<file path="src/rtl/sprite_pkg.sv">
// Shared constants, types and the per-frame base helper for the sprite frame-RAM read path.
package sprite_pkg;

  localparam int DEF_SPR_W = 20;
  localparam int DEF_SPR_H = 20;
  localparam int SCREEN_W  = 640;
  localparam int SCREEN_H  = 480;
  localparam int RAM_AW    = 19;
  localparam int PIX_W     = 5;

  typedef logic [PIX_W-1:0] pix_idx_t;
  typedef logic [9:0]       coord_t;

  // Evaluated only at elaboration to build the per-frame base lookup table.
  function automatic logic [RAM_AW-1:0] frame_base(input int f,
                                                   input int spr_w = DEF_SPR_W,
                                                   input int spr_h = DEF_SPR_H);
    int prod;
    prod = f * spr_w * spr_h;
    return RAM_AW'(prod);
  endfunction

endpackage

</file>
<file path="src/rtl/sprite_anim_ctr.sv">
// Animation frame sequencer and once-per-frame position latch for one sprite.
// With SPRITE_MIRROR_EN defined, a mirror input is latched alongside the position.
module sprite_anim_ctr
  import sprite_pkg::*;
#(
  parameter int NUM_FRAMES = 3,
  parameter int ANIM_DIV   = 8
) (
  input  logic       Clk,
  input  logic       Reset_n,
  input  logic       frame_tick,
  input  logic       anim_en,
  input  logic       frame_rst,
  input  coord_t     pos_x,
  input  coord_t     pos_y,
`ifdef SPRITE_MIRROR_EN
  input  logic       mirror,
`endif
  output coord_t     px_l,
  output coord_t     py_l,
  output logic       mirror_l,
  output logic [1:0] cur_frame
);

  localparam int              DIV_W      = (ANIM_DIV > 1) ? $clog2(ANIM_DIV) : 1;
  localparam logic [DIV_W-1:0] DIV_LAST  = DIV_W'(ANIM_DIV - 1);
  localparam logic [1:0]      FRAME_LAST = 2'(NUM_FRAMES - 1);

  logic [DIV_W-1:0] r_div, w_div_next;
  logic [1:0]       r_frame, w_frame_next;
  coord_t           r_px, r_py;
  logic             r_mirror;
  logic             w_mirror_in;

`ifdef SPRITE_MIRROR_EN
  assign w_mirror_in = mirror;
`else
  assign w_mirror_in = 1'b0;
`endif

  // frame_rst wins over a coincident advance and also clears the divider.
  always_comb begin
    w_div_next   = r_div;
    w_frame_next = r_frame;
    if (frame_rst) begin
      w_div_next   = '0;
      w_frame_next = '0;
    end else if (frame_tick && anim_en) begin
      if (r_div == DIV_LAST) begin
        w_div_next   = '0;
        w_frame_next = (r_frame == FRAME_LAST) ? 2'd0 : r_frame + 2'd1;
      end else begin
        w_div_next = r_div + 1'b1;
      end
    end
  end

  always_ff @(posedge Clk or negedge Reset_n) begin
    if (!Reset_n) begin
      r_div    <= '0;
      r_frame  <= '0;
      r_px     <= '0;
      r_py     <= '0;
      r_mirror <= 1'b0;
    end else begin
      r_div   <= w_div_next;
      r_frame <= w_frame_next;
      if (frame_tick) begin
        r_px     <= pos_x;
        r_py     <= pos_y;
        r_mirror <= w_mirror_in;
      end
    end
  end

  assign px_l      = r_px;
  assign py_l      = r_py;
  assign mirror_l  = r_mirror;
  assign cur_frame = r_frame;

endmodule

</file>
<file path="src/rtl/sprite_fetch.sv">
// Sprite frame-RAM read engine: address generation, 3-cycle aligned palette index and pixel_on.
// Optional horizontal mirroring is enabled by defining SPRITE_MIRROR_EN.
module sprite_fetch
  import sprite_pkg::*;
#(
  parameter int SPR_W           = DEF_SPR_W,
  parameter int SPR_H           = DEF_SPR_H,
  parameter int NUM_FRAMES      = 3,
  parameter int ANIM_DIV        = 8,
  parameter int TRANSPARENT_IDX = 0
) (
  input  logic              Clk,
  input  logic              Reset_n,
  input  coord_t            DrawX,
  input  coord_t            DrawY,
  input  logic              frame_tick,
  input  coord_t            pos_x,
  input  coord_t            pos_y,
  input  logic              anim_en,
  input  logic              frame_rst,
`ifdef SPRITE_MIRROR_EN
  input  logic              mirror,
`endif
  output logic [RAM_AW-1:0] read_address,
  input  pix_idx_t          ram_data,
  output pix_idx_t          pixel_idx,
  output logic              pixel_on,
  output logic [1:0]        cur_frame
);

  coord_t            w_px_l, w_py_l;
  logic              w_mirror_l;
  logic [1:0]        w_frame;
  logic [RAM_AW-1:0] w_base_lut [4];
  logic [RAM_AW-1:0] w_base, w_offset, w_addr_next;
  logic [10:0]       w_dx, w_dy, w_col;
  logic              w_hit, w_opaque;

  logic [RAM_AW-1:0] r_read_address;
  logic              r_hit_d1, r_hit_d2, r_pixel_on;
  pix_idx_t          r_pixel_idx;

  sprite_anim_ctr #(
    .NUM_FRAMES (NUM_FRAMES),
    .ANIM_DIV   (ANIM_DIV)
  ) u_anim (
    .Clk        (Clk),
    .Reset_n    (Reset_n),
    .frame_tick (frame_tick),
    .anim_en    (anim_en),
    .frame_rst  (frame_rst),
    .pos_x      (pos_x),
    .pos_y      (pos_y),
`ifdef SPRITE_MIRROR_EN
    .mirror     (mirror),
`endif
    .px_l       (w_px_l),
    .py_l       (w_py_l),
    .mirror_l   (w_mirror_l),
    .cur_frame  (w_frame)
  );

  // Constant base per frame index; unused slots point at 0 so any index stays in range.
  genvar gi;
  generate
    for (gi = 0; gi < 4; gi++) begin : g_base
      if (gi < NUM_FRAMES) begin : g_used
        assign w_base_lut[gi] = frame_base(gi, SPR_W, SPR_H);
      end else begin : g_unused
        assign w_base_lut[gi] = '0;
      end
    end
  endgenerate

  // 11-bit differences: bit 10 set means the pixel is left of / above the sprite.
  assign w_dx   = {1'b0, DrawX} - {1'b0, w_px_l};
  assign w_dy   = {1'b0, DrawY} - {1'b0, w_py_l};
  assign w_hit  = !w_dx[10] && (w_dx < 11'(SPR_W)) && !w_dy[10] && (w_dy < 11'(SPR_H));
  assign w_col  = w_mirror_l ? (11'(SPR_W - 1) - w_dx) : w_dx;
  assign w_base = w_base_lut[w_frame];
  assign w_offset    = RAM_AW'(w_dy) * RAM_AW'(SPR_W) + RAM_AW'(w_col);
  assign w_addr_next = w_hit ? (w_base + w_offset) : w_base;
  assign w_opaque    = r_hit_d2 && (ram_data != PIX_W'(TRANSPARENT_IDX));

  always_ff @(posedge Clk or negedge Reset_n) begin
    if (!Reset_n) begin
      r_read_address <= '0;
      r_hit_d1       <= 1'b0;
      r_hit_d2       <= 1'b0;
      r_pixel_on     <= 1'b0;
      r_pixel_idx    <= '0;
    end else begin
      r_read_address <= w_addr_next;
      r_hit_d1       <= w_hit;
      r_hit_d2       <= r_hit_d1;
      r_pixel_on     <= w_opaque;
      r_pixel_idx    <= w_opaque ? ram_data : '0;
    end
  end

  assign read_address = r_read_address;
  assign pixel_on     = r_pixel_on;
  assign pixel_idx    = r_pixel_idx;
  assign cur_frame    = w_frame;

endmodule

</file>
<file path="config.mk">
export PLATFORM = sky130hd
export DESIGN_NAME = sprite_fetch
export DESIGN_NICKNAME = d
export VERILOG_FILES = /design/src/rtl/sprite_pkg.sv /design/src/rtl/sprite_anim_ctr.sv /design/src/rtl/sprite_fetch.sv
export SDC_FILE = /design/constraint.sdc
export NUM_CORES = 1
export LEC_CHECK = 0
export BUFFER_PORTS_ARGS = -buffer_cell sky130_fd_sc_hd__buf_2
export CORE_MARGIN = 3
export CORE_UTILIZATION = 53
export CTS_BUF_LIST = sky130_fd_sc_hd__clkbuf_2
export DETAILED_ROUTE_END_ITERATION = 6
export GPL_ROUTABILITY_DRIVEN = 0
export GPL_TIMING_DRIVEN = 0
export PLACE_DENSITY = 0.8
export SLEW_MARGIN = 5
export SYNTH_ARGS = -nofsm -noshare
export SYNTH_HDL_FRONTEND = slang
export SYNTH_HIERARCHICAL = 1
export SYNTH_SLANG_ARGS = --single-unit
</file>
<file path="constraint.sdc">
create_clock -name Clk -period 4.2 [get_ports Clk]
set_clock_uncertainty 0.1 [all_clocks]
set_input_delay 0.84 -clock Clk [delete_from_list [all_inputs] [get_ports Clk]]
set_output_delay 0.84 -clock Clk [all_outputs]
set_load 0.01 [all_outputs]
</file>
==> flow_metrics.tcl, run 1 <==
set metrics [dict create \
    status "complete, but fails checks" \
    violations "negative setup slack" \
    grt_pass1_wl_mm 13.8 \
    drtIter0Drc 79 \
    powerDensity_nw_per_um2 694 \
    dieArea_sq_um 8760 \
    drcViolationCount 0 \
    p_sw_mw 1.56 \
    synthCells 411 \
    synth_warnings 6 \
    area_delta_synth_final_pct 20.4 \
    fin_nets 618 \
    grt_overflow 0 \
    synthTopCellsByArea "dfrtp_1, ha_1, mux2_2" \
    hold_depth 0 \
    critPathLaunchType "input pin" \
    cts_root_buf "clkbuf_2" \
    reg2reg_from "u_anim/py_l[2]" \
    syn-cell-area_sq_um 4070 \
    yosys-top-cells-count "ha_1, dfrtp_1, inv_1" \
    yosysTopAreaCellShare 0.308 \
    yosysMostFrequentCell "ha_1" \
    dpl_cell_area_sq_um 4670 \
    die-width_um 93.6 \
    synth_cell_types 56 \
    r2r-end "read_address[13]" \
    hold_end "r_hit_d2" \
    cts_buffer_depth 2 \
    cap_violations 0 \
    wl_mm 8.34 \
    n_fill_cell 593 \
    p_clk_frac 0.065 \
    layout.cells.non_filler 603 \
    port-buffer-count 73 \
    cts_inserted_buffers 5 \
    rsz0062_at_grt "yes" \
    worstSetupPathType "in -> reg" \
    cpPeakStageDelay_ns 0.50 \
    cts_tree "done" \
    wl_per_cell_um 13.8 \
    min_from "r_hit_d1" \
    pwr-share-seq 0.151 \
    n_antenna_cell 0 \
    max_freq_ghz 0.212 \
    die_h_um 93.6 \
    slew_viol_final 0 \
    synth-main-ff-cell "dfrtp_1" \
    place_ws_ns -1.06 \
    hpwl_mm 6.48 \
    layout_min_cycle_time_ns 4.72 \
    arrival_ns 4.97 \
    syn_area_per_cell_sq_um 9.90 \
    final-hold-violation-count 0 \
    path_clk_slew_ns 0.31 \
    critical_path_peak_fanout 3 \
    design_area_sq_um 4900 \
    ys_seq_area_frac 0.308 \
    grt_pass1_vias 3135 \
    num_rows 31 \
    grt_max_degree 51 \
    crit_path_end_kind "flop" \
    power_frac_comb 0.784 \
    p_leak_nw 2.56 \
    ys_seq_elements 50 \
    p_int_mw 1.84 \
    setup_tns_ns -2.63 \
    ir_worst_vdd_mv 0.386 \
    ys_async_sr_fraction 1.00 \
    slowest_stage "fa_1" \
    drive_gt1_frac 0.319 \
    min_path_type "reg -> reg" \
    dpl.cell_count 585 \
    via_per_inst 5.30 \
    finalCritPeriodShare 1.12 \
    setup_violations 7 \
    num_vias 3197 \
    ctsHoldBuffers 0 \
    maxSlewHeadroom 0.263 \
    coreArea_sq_um 7370 \
    antenna_found_initial 0 \
    dr.pass1.iters 4 \
    tightestPinTransition_ns 1.11 \
    rrSetupSlack_ns -0.47 \
    fin_ws_ns -0.519 \
    grt_usage 0.192 \
    seqCellArea_sq_um 1250 \
    clk_latency_ns 0.47 \
    clock_sinks 50 \
    critPathRequiredTime_ns 4.45 \
    multi_input_area_sq_um 2750 \
    yosys.area.top_type "dfrtp_1" \
    reg2regPathDepth 23 \
    synth-edff-count 0 \
    ant_nets 0 \
    initial_utilization 0.552 \
    pin_count 77 \
    switching_share 0.460 \
    post-route-util 0.665 \
    cts-htree-levels 2 \
]
## critical path: cells and delay by family
family	cells	cell delay (ns)
fa+ha+maj	6	1.87
compound gates	6	1.07
simple gates	5	0.45
xor+xnor	3	0.43
buf+inv	5	0.31
## cells in the final DEF (no fill, tap or decap), types with 5 or more instances in the layout
cell	instances
o21ai_0	14
o21a_1	8
ha_1	50
xor2_1	16
nor3_1	9
buf_2	72
a21o_1	11
a21oi_1	21
inv_1	46
nor2_1	24
fa_1	7
and2_1	5
mux2_2	20
dfrtp_1	50
clkbuf_2	5
buf_4	13
ha_4	6
nand3_1	7
xnor2_1	16
nand2_1	14
## routing by layer
layer  track usage  part of all wire  wire, um  vias up
met2         0.341              0.52      4370       65
li1              -                 -         -     1593
met3        0.0314             0.034       284       12
met5             0                 0         0        -
met1         0.245              0.43      3590     1527
met4        0.0433             0.011        94        0
## power by group through the flow
stage | clock, mW | combinational [mW] | sequential, mW
finish | 0.222 | 2.67 | 0.514
global route | 0.253 | 2.97 | 0.517
CTS | 0.238 | 2.54 | 0.514
detailed placement | 0 | 2.32 | 0.522
global placement | 0 | 2.21 | 0.521
floorplan | 0 | 1.92 | 0.519
## cell type report
type | count | area share
Multi-Input combinational cell | 305 | 0.561
Sequential cell | 50 | 0.255
Timing Repair Buffer | 83 | 0.0920
Inverter | 50 | 0.0409
Tap cell | 99 | 0.0253
Buffer | 8 | 0.0146
Clock inverter | 3 | 0.00536
Clock buffer | 5 | 0.00511
## registers in the layout, indices dropped and copies added (netlist names)
name	flops
pixel_idx	5
pixel_on	1
r_hit_d1	1
r_hit_d2	1
read_address	17
u_anim/cur_frame	2
u_anim/px_l	10
u_anim/py_l	10
u_anim/r_div	3
## per-stage QoR
stage / total power [mW] / hold slack [ns]
after floorplan: 2.44 / 0.231
after global placement: 2.73 / 0.248
after detailed placement: 2.85 / 0.238
after CTS: 3.29 / 0.312
after global routing: 3.74 / 0.288
final: 3.40 / 0.281
## timing repair
item | CTS | global route
pin swaps | 6 | 5
resized for setup | 11 | 8
setup endpoints to repair | 8 | 8
setup buffers | 5 | 5
## cell families (layout without fill, tap and decap cells)
group	Yosys count	in the layout	synth area share
AO/OA/AOI/OAI	83	83	0.133
buffers and inverters	58	149	0.0637
XOR/XNOR	37	37	0.0796
other	2	4	0.00185
AND/OR/NAND/NOR	89	89	0.122
flip-flops	50	50	0.308
multiplexers	27	27	0.0763
adder cells (fa/ha/maj)	65	65	0.216
## worst max-delay path by stage
| stage | start | to |
|---|---|---|
| 2_1_floorplan | DrawY[0] | read_address[13] |
| 3_5_place_dp | DrawY[0] | read_address[13] |
| 4_1_cts | DrawY[0] | read_address[13] |
| 5_1_grt | u_anim/py_l[0] | read_address[13] |
| 3_3_place_gp | DrawY[0] | read_address[13] |
| 6_report | DrawY[0] | read_address[13] |
No activity file was read; power rests on OpenSTA's default activity.
==> run 2, diff against run 1 <==
ABC_AREA = 1   (was unset)
CTS_CLUSTER_SIZE = 25   (was unset)
PLACE_DENSITY = 0.79   (was 0.8)
TNS_END_PERCENT = 100   (was unset)
==> flow_metrics.tcl, run 2 <==
set metrics [dict create \
    status "complete, but fails checks" \
    violations "negative setup slack" \
    critical_path_peak_fanout 5 \
    final-hold-violation-count 0 \
    tightestPinTransition_ns 1.13 \
    coreArea_sq_um 7970 \
    cts_tree "done" \
    critPathLaunchType "input pin" \
    grt_usage 0.224 \
    ir_worst_vdd_mv 0.415 \
    powerDensity_nw_per_um2 625 \
    wl_mm 11.0 \
    path_clk_slew_ns 0.32 \
    antenna_found_initial 0 \
    setup_tns_ns -0.486 \
    n_antenna_cell 0 \
    ant_nets 0 \
    wl_per_cell_um 13.2 \
    critPathRequiredTime_ns 4.53 \
    critical_path.top_delay_family "adder cells" \
    syn-cell-area_sq_um 4500 \
    cts-htree-levels 2 \
    maxSlewHeadroom 0.250 \
    dr.pass1.iters 5 \
    drcViolationCount 0 \
    dieArea_sq_um 9640 \
    ys_async_sr_fraction 1.00 \
    yosys-top-cells-count "nand2_1, inv_1, ha_1" \
    grt_overflow 0 \
    layout_min_cycle_time_ns 4.33 \
    fin_nets 843 \
    via_per_inst 5.16 \
    setup_violations 5 \
    grt_pass1_vias 4270 \
    synthCells 625 \
    finalCritPeriodShare 1.03 \
    ys_seq_area_frac 0.278 \
    syn_area_per_cell_sq_um 7.20 \
    cap_violations 0 \
    hpwl_mm 7.96 \
    ctsHoldBuffers 0 \
    cpPeakStageDelay_ns 0.43 \
    cts_inserted_buffers 5 \
    rrSetupSlack_ns -0.06 \
    port-buffer-count 74 \
    worstSetupPathType "in -> reg" \
    num_vias 4287 \
    p_leak_nw 3.18 \
    max_freq_ghz 0.231 \
    clock_sinks 50 \
    yosys.area.top_type "dfrtp_1" \
    synth-main-ff-cell "dfrtp_1" \
    fin_ws_ns -0.128 \
    clk_latency_ns 0.47 \
    area_delta_synth_final_pct 24.0 \
    num_rows 32 \
    yosysTopAreaCellShare 0.278 \
    rsz0062_at_grt "yes" \
    path_buf_inv 7 \
    synth-edff-count 0 \
    cts_root_buf "clkbuf_2" \
    crit_path_end_kind "flop" \
    grt_max_degree 51 \
    drive_gt1_frac 0.269 \
    min_path_type "reg -> reg" \
    drtIter0Drc 217 \
    yosysMostFrequentCell "nand2_1" \
    arrival_ns 4.65 \
    final_common_cell "nand2_1" \
    die-width_um 98.2 \
    ys_seq_elements 50 \
    pin_count 77 \
    synth_cell_types 34 \
    synth_warnings 6 \
    initial_utilization 0.565 \
    slew_viol_final 0 \
    layout.cells.non_filler 831 \
    dpl.cell_count 803 \
    grt_pass1_wl_mm 18.1 \
    die_h_um 98.2 \
    slowest_stage "fa_2" \
    largest_register_ffs 17 \
    cts_buffer_depth 2 \
    final_cell_mix "nand2_1, inv_1, buf_2, dfrtp_1, nor2_1" \
    critPathMostFrequentCell "nand2_1" \
    synthTopCellsByArea "dfrtp_1, ha_1, nand2_1" \
]
## run 2: cell count changes in the layout (fill, tap and decap cells not counted), moves of 8 or more
cell,delta
nor2_1,+21
nand3_1,+34
ha_4,+8
inv_1,+70
nand2_2,+18
a21o_1,-11
ha_1,-11
mux2_2,-20
o21ai_0,+12
buf_4,+11
nor2_2,+12
nand2_1,+132
## run 2: final timing paths
check | depth (start not counted) | endpoint | startpoint
worst min register to register | 0 | r_hit_d2 | r_hit_d1
worst min-delay path | 0 | r_hit_d2 | r_hit_d1
worst max register to register | 26 | read_address[15] | u_anim/py_l[0]
min in group asynchronous | 1 | read_address[12] | Reset_n
worst max-delay path | 28 | read_address[15] | DrawY[0]
max in group asynchronous | 1 | u_anim/px_l[0] | Reset_n
## run 2: area by class of cell
cell class	instances	area [sq um]
clock buffer	5	25.0
tap	102	128
timing repair buffer	94	523
fill	637	2390
multi-input combinational	444	3090
sequential	50	1250
clock inverter	3	28.8
buffer	9	57.6
inverter	124	480
## run 2: cell families after synthesis
group,synth area share
other cells,0.00167
flops,0.278
simple gates,0.275
fa+ha+maj,0.196
compound gates,0.0781
xor+xnor,0.0561
buf+inv,0.116
## run 2: metal layers
metal / routed length [um] / GRT usage / up-vias / part of all wire
met5: 0 / 0 / - / 0
met4: 312 / 0.0693 / 0 / 0.028
met3: 512 / 0.0350 / 32 / 0.047
met2: 5620 / 0.417 / 134 / 0.51
met1: 4520 / 0.264 / 1983 / 0.41
li1: - / - / 2138 / -
## run 2: metrics by stage
step,util,hold WS (ns),power [mW],cell area (sq um),setup slack [ns]
final,0.701,0.293,3.49,5580,-0.128
after global routing,0.701,0.302,3.80,5580,-0.283
after CTS,0.687,0.291,3.18,5470,0.0134
after detailed placement,0.646,0.235,2.69,5150,-0.737
after global placement,0.646,0.234,2.60,5150,-0.681
after floorplan,-,0.231,2.30,4650,-0.256
## run 2: timing repair
action,CTS,global route
gates resized for setup,27,14
buffers inserted,14,6
endpoints found under the setup margin,6,6
pin swaps,15,21
## run 2: power breakdown
part           switching, mW  leakage [nW]  total, mW  internal (mW)
clock                  0.191        0.0351      0.240         0.0488
sequential            0.0107         0.659      0.512          0.502
combinational           1.51          2.48       2.74           1.23
==> run 3, diff against run 2 <==
SYNTH_HIERARCHICAL = unset   (was 1)
==> flow_metrics.tcl, run 3 <==
set metrics [dict create \
    final_common_cell "nand2_1" \
    synth-main-ff-cell "dfrtp_1" \
    synth.area.mux_share 0.00532 \
    final-hold-violation-count 0 \
    ir_worst_vdd_mv 0.515 \
    arrival_ns 4.59 \
    yosys-top-cells-count "nand2_1, inv_1, ha_1" \
    grt_max_degree 51 \
    clk_latency_ns 0.43 \
    largest_register_ffs 17 \
    die_h_um 95.4 \
    pin_count 77 \
    synth_compound_gate_area_share 0.0925 \
    coreArea_sq_um 7490 \
    num_rows 31 \
    status "complete, but fails checks" \
    totalPowerFinal_mw 3.48 \
    synth_top_family_by_area "simple AND/OR/NAND/NOR gates" \
    grt_overflow 0 \
    dr.pass1.iters 6 \
    maxSlewHeadroom 0.262 \
    ant_nets 0 \
    post-route-util 0.712 \
    synth-edff-count 0 \
    final_cell_mix "nand2_1, inv_1, buf_2, dfrtp_1, ha_1" \
    wl_per_cell_um 13.4 \
    layout.cells.non_filler 760 \
    cts_root_buf "clkbuf_2" \
    synthTopCellsByArea "dfrtp_1, ha_1, nand2_1" \
    fin_nets 770 \
    drive_gt1_frac 0.302 \
    layout_min_cycle_time_ns 4.32 \
    cts_inserted_buffers 5 \
    rrSetupSlack_ns -0.08 \
    setup_tns_ns -0.335 \
    dieArea_sq_um 9100 \
    dpl.cell_count 735 \
    initial_utilization 0.566 \
    port-buffer-count 74 \
    setup_violations 4 \
    grt_pass1_vias 3849 \
    place_ws_ns -0.826 \
    powerDensity_nw_per_um2 653 \
    p_leak_nw 2.96 \
    die-width_um 95.4 \
    yosysTopAreaCellShare 0.295 \
    cts-htree-levels 2 \
    worstSetupPathType "in -> reg" \
    critPathLaunchType "input pin" \
    finalCritPeriodShare 1.03 \
    cap_violations 0 \
    cts_tree "done" \
    num_vias 3880 \
    slew_viol_final 0 \
    n_fill_cell 583 \
    synth_cell_types 38 \
    cts_buffer_depth 2 \
    synth_xor_area_frac 0.0414 \
    synthAdderAreaFrac 0.196 \
    synthCells 559 \
    grt_pass1_wl_mm 16.6 \
    rsz0062_at_grt "yes" \
    dpl_cell_area_sq_um 4910 \
    syn_area_per_cell_sq_um 7.58 \
    drcViolationCount 0 \
    yosys.area.top_type "dfrtp_1" \
    whs_ns 0.286 \
    fin_ws_ns -0.123 \
    crit_path_end_kind "flop" \
    antenna_found_initial 1 \
    critical_path_peak_fanout 4 \
    max_freq_ghz 0.231 \
    path_clk_slew_ns 0.27 \
    min_path_type "reg -> reg" \
    critPathRequiredTime_ns 4.47 \
    ys_seq_elements 50 \
    hpwl_mm 7.50 \
    grt_usage 0.229 \
    design_area_sq_um 5330 \
    violations "negative setup slack" \
    via_per_inst 5.11 \
    yosysMostFrequentCell "nand2_1" \
    drtIter0Drc 175 \
    ys_seq_area_frac 0.295 \
    clock_sinks 50 \
    wl_mm 10.2 \
    synth_warnings 0 \
    tightestPinTransition_ns 1.11 \
    area_delta_synth_final_pct 25.9 \
    syn-cell-area_sq_um 4240 \
    ys_async_sr_fraction 1.00 \
    synth-simple-area-share 0.253 \
]
run 3: changes by cell type after synthesis, sizes merged, moves of 4 or more:
cell and change:
ha -4, inv -10, nand2 -35, nand4 +6, nor2 -25, o21ai +7
xnor2 -7
run 3: final cells by class:
| type | count | area, sq um | area share |
|---|---|---|---|
| Tap cell | 99 | 124 | 0.0232 |
| Timing Repair Buffer | 90 | 513 | 0.0962 |
| Antenna cell | 1 | 2.50 | 0.000469 |
| Inverter | 114 | 444 | 0.0833 |
| Clock buffer | 5 | 25.0 | 0.00469 |
| Clock inverter | 3 | 42.5 | 0.00798 |
| Sequential cell | 50 | 1250 | 0.235 |
| Multi-Input combinational cell | 389 | 2870 | 0.538 |
| Buffer | 9 | 60.1 | 0.0113 |
run 3: path summary, 6_finish.rpt:
| path | startpoint | to | cells past startpoint |
|---|---|---|---|
| min in group asynchronous | Reset_n | read_address[16] | 1 |
| max reg2reg | u_anim.py_l[0] | read_address[11] | 25 |
| min reg2reg | r_hit_d1 | r_hit_d2 | 0 |
| max | DrawY[0] | read_address[11] | 27 |
| min | r_hit_d1 | r_hit_d2 | 0 |
| max in group asynchronous | Reset_n | read_address[7] | 1 |
run 3: per-layer routing:
metal / global-route usage / wire (um) / vias to the layer above
met1: 0.263 / 4380 / 1810
met4: 0.0652 / 184 / 0
met3: 0.0387 / 465 / 17
li1: - / - / 1961
met2: 0.433 / 5140 / 92
met5: 0 / 0 / -
run 3: report_power, final:
| group | switching (mW) | internal [mW] |
|---|---|---|
| sequential | 0.0111 | 0.510 |
| clock | 0.161 | 0.101 |
| combinational | 1.49 | 1.21 |
| total | 1.66 | 1.83 |
run 3: worst max-delay path, stage by stage:
cell	delay, ns
buf_8	0.11
inv_12	0.04
ha_4	0.12
inv_4	0.03
fa_2	0.38
nand3_2	0.11
nand3_2	0.08
nand2_1	0.06
nand2_1	0.06
inv_2	0.11
buf_12	0.11
ha_4	0.19
ha_4	0.27
nand2_1	0.14
nand3_4	0.10
xor2_2	0.15
fa_1	0.49
inv_2	0.05
ha_4	0.27
nand2_2	0.06
nor3_2	0.10
nand2_1	0.07
o211ai_1	0.12
buf_4	0.16
buf_4	0.10
xor2_1	0.19
nor2_2	0.06
run 3: kinds of logic (layout without fill, tap and decap cells):
| group | Yosys count | after routing |
|---|---|---|
| simple gates | 232 | 232 |
| other cells | 1 | 5 |
| flops | 50 | 50 |
| buf+inv | 123 | 221 |
| mux | 2 | 2 |
| compound gates | 70 | 70 |
| fa+ha+maj | 61 | 61 |
| xor+xnor | 20 | 20 |
run 3: what timing repair did:
item | CTS | global route
resized for setup | 27 | 17
buffers inserted | 12 | 4
endpoints found under the setup margin | 6 | 6
pin swaps | 30 | 16
hold buffers | 0 | 0
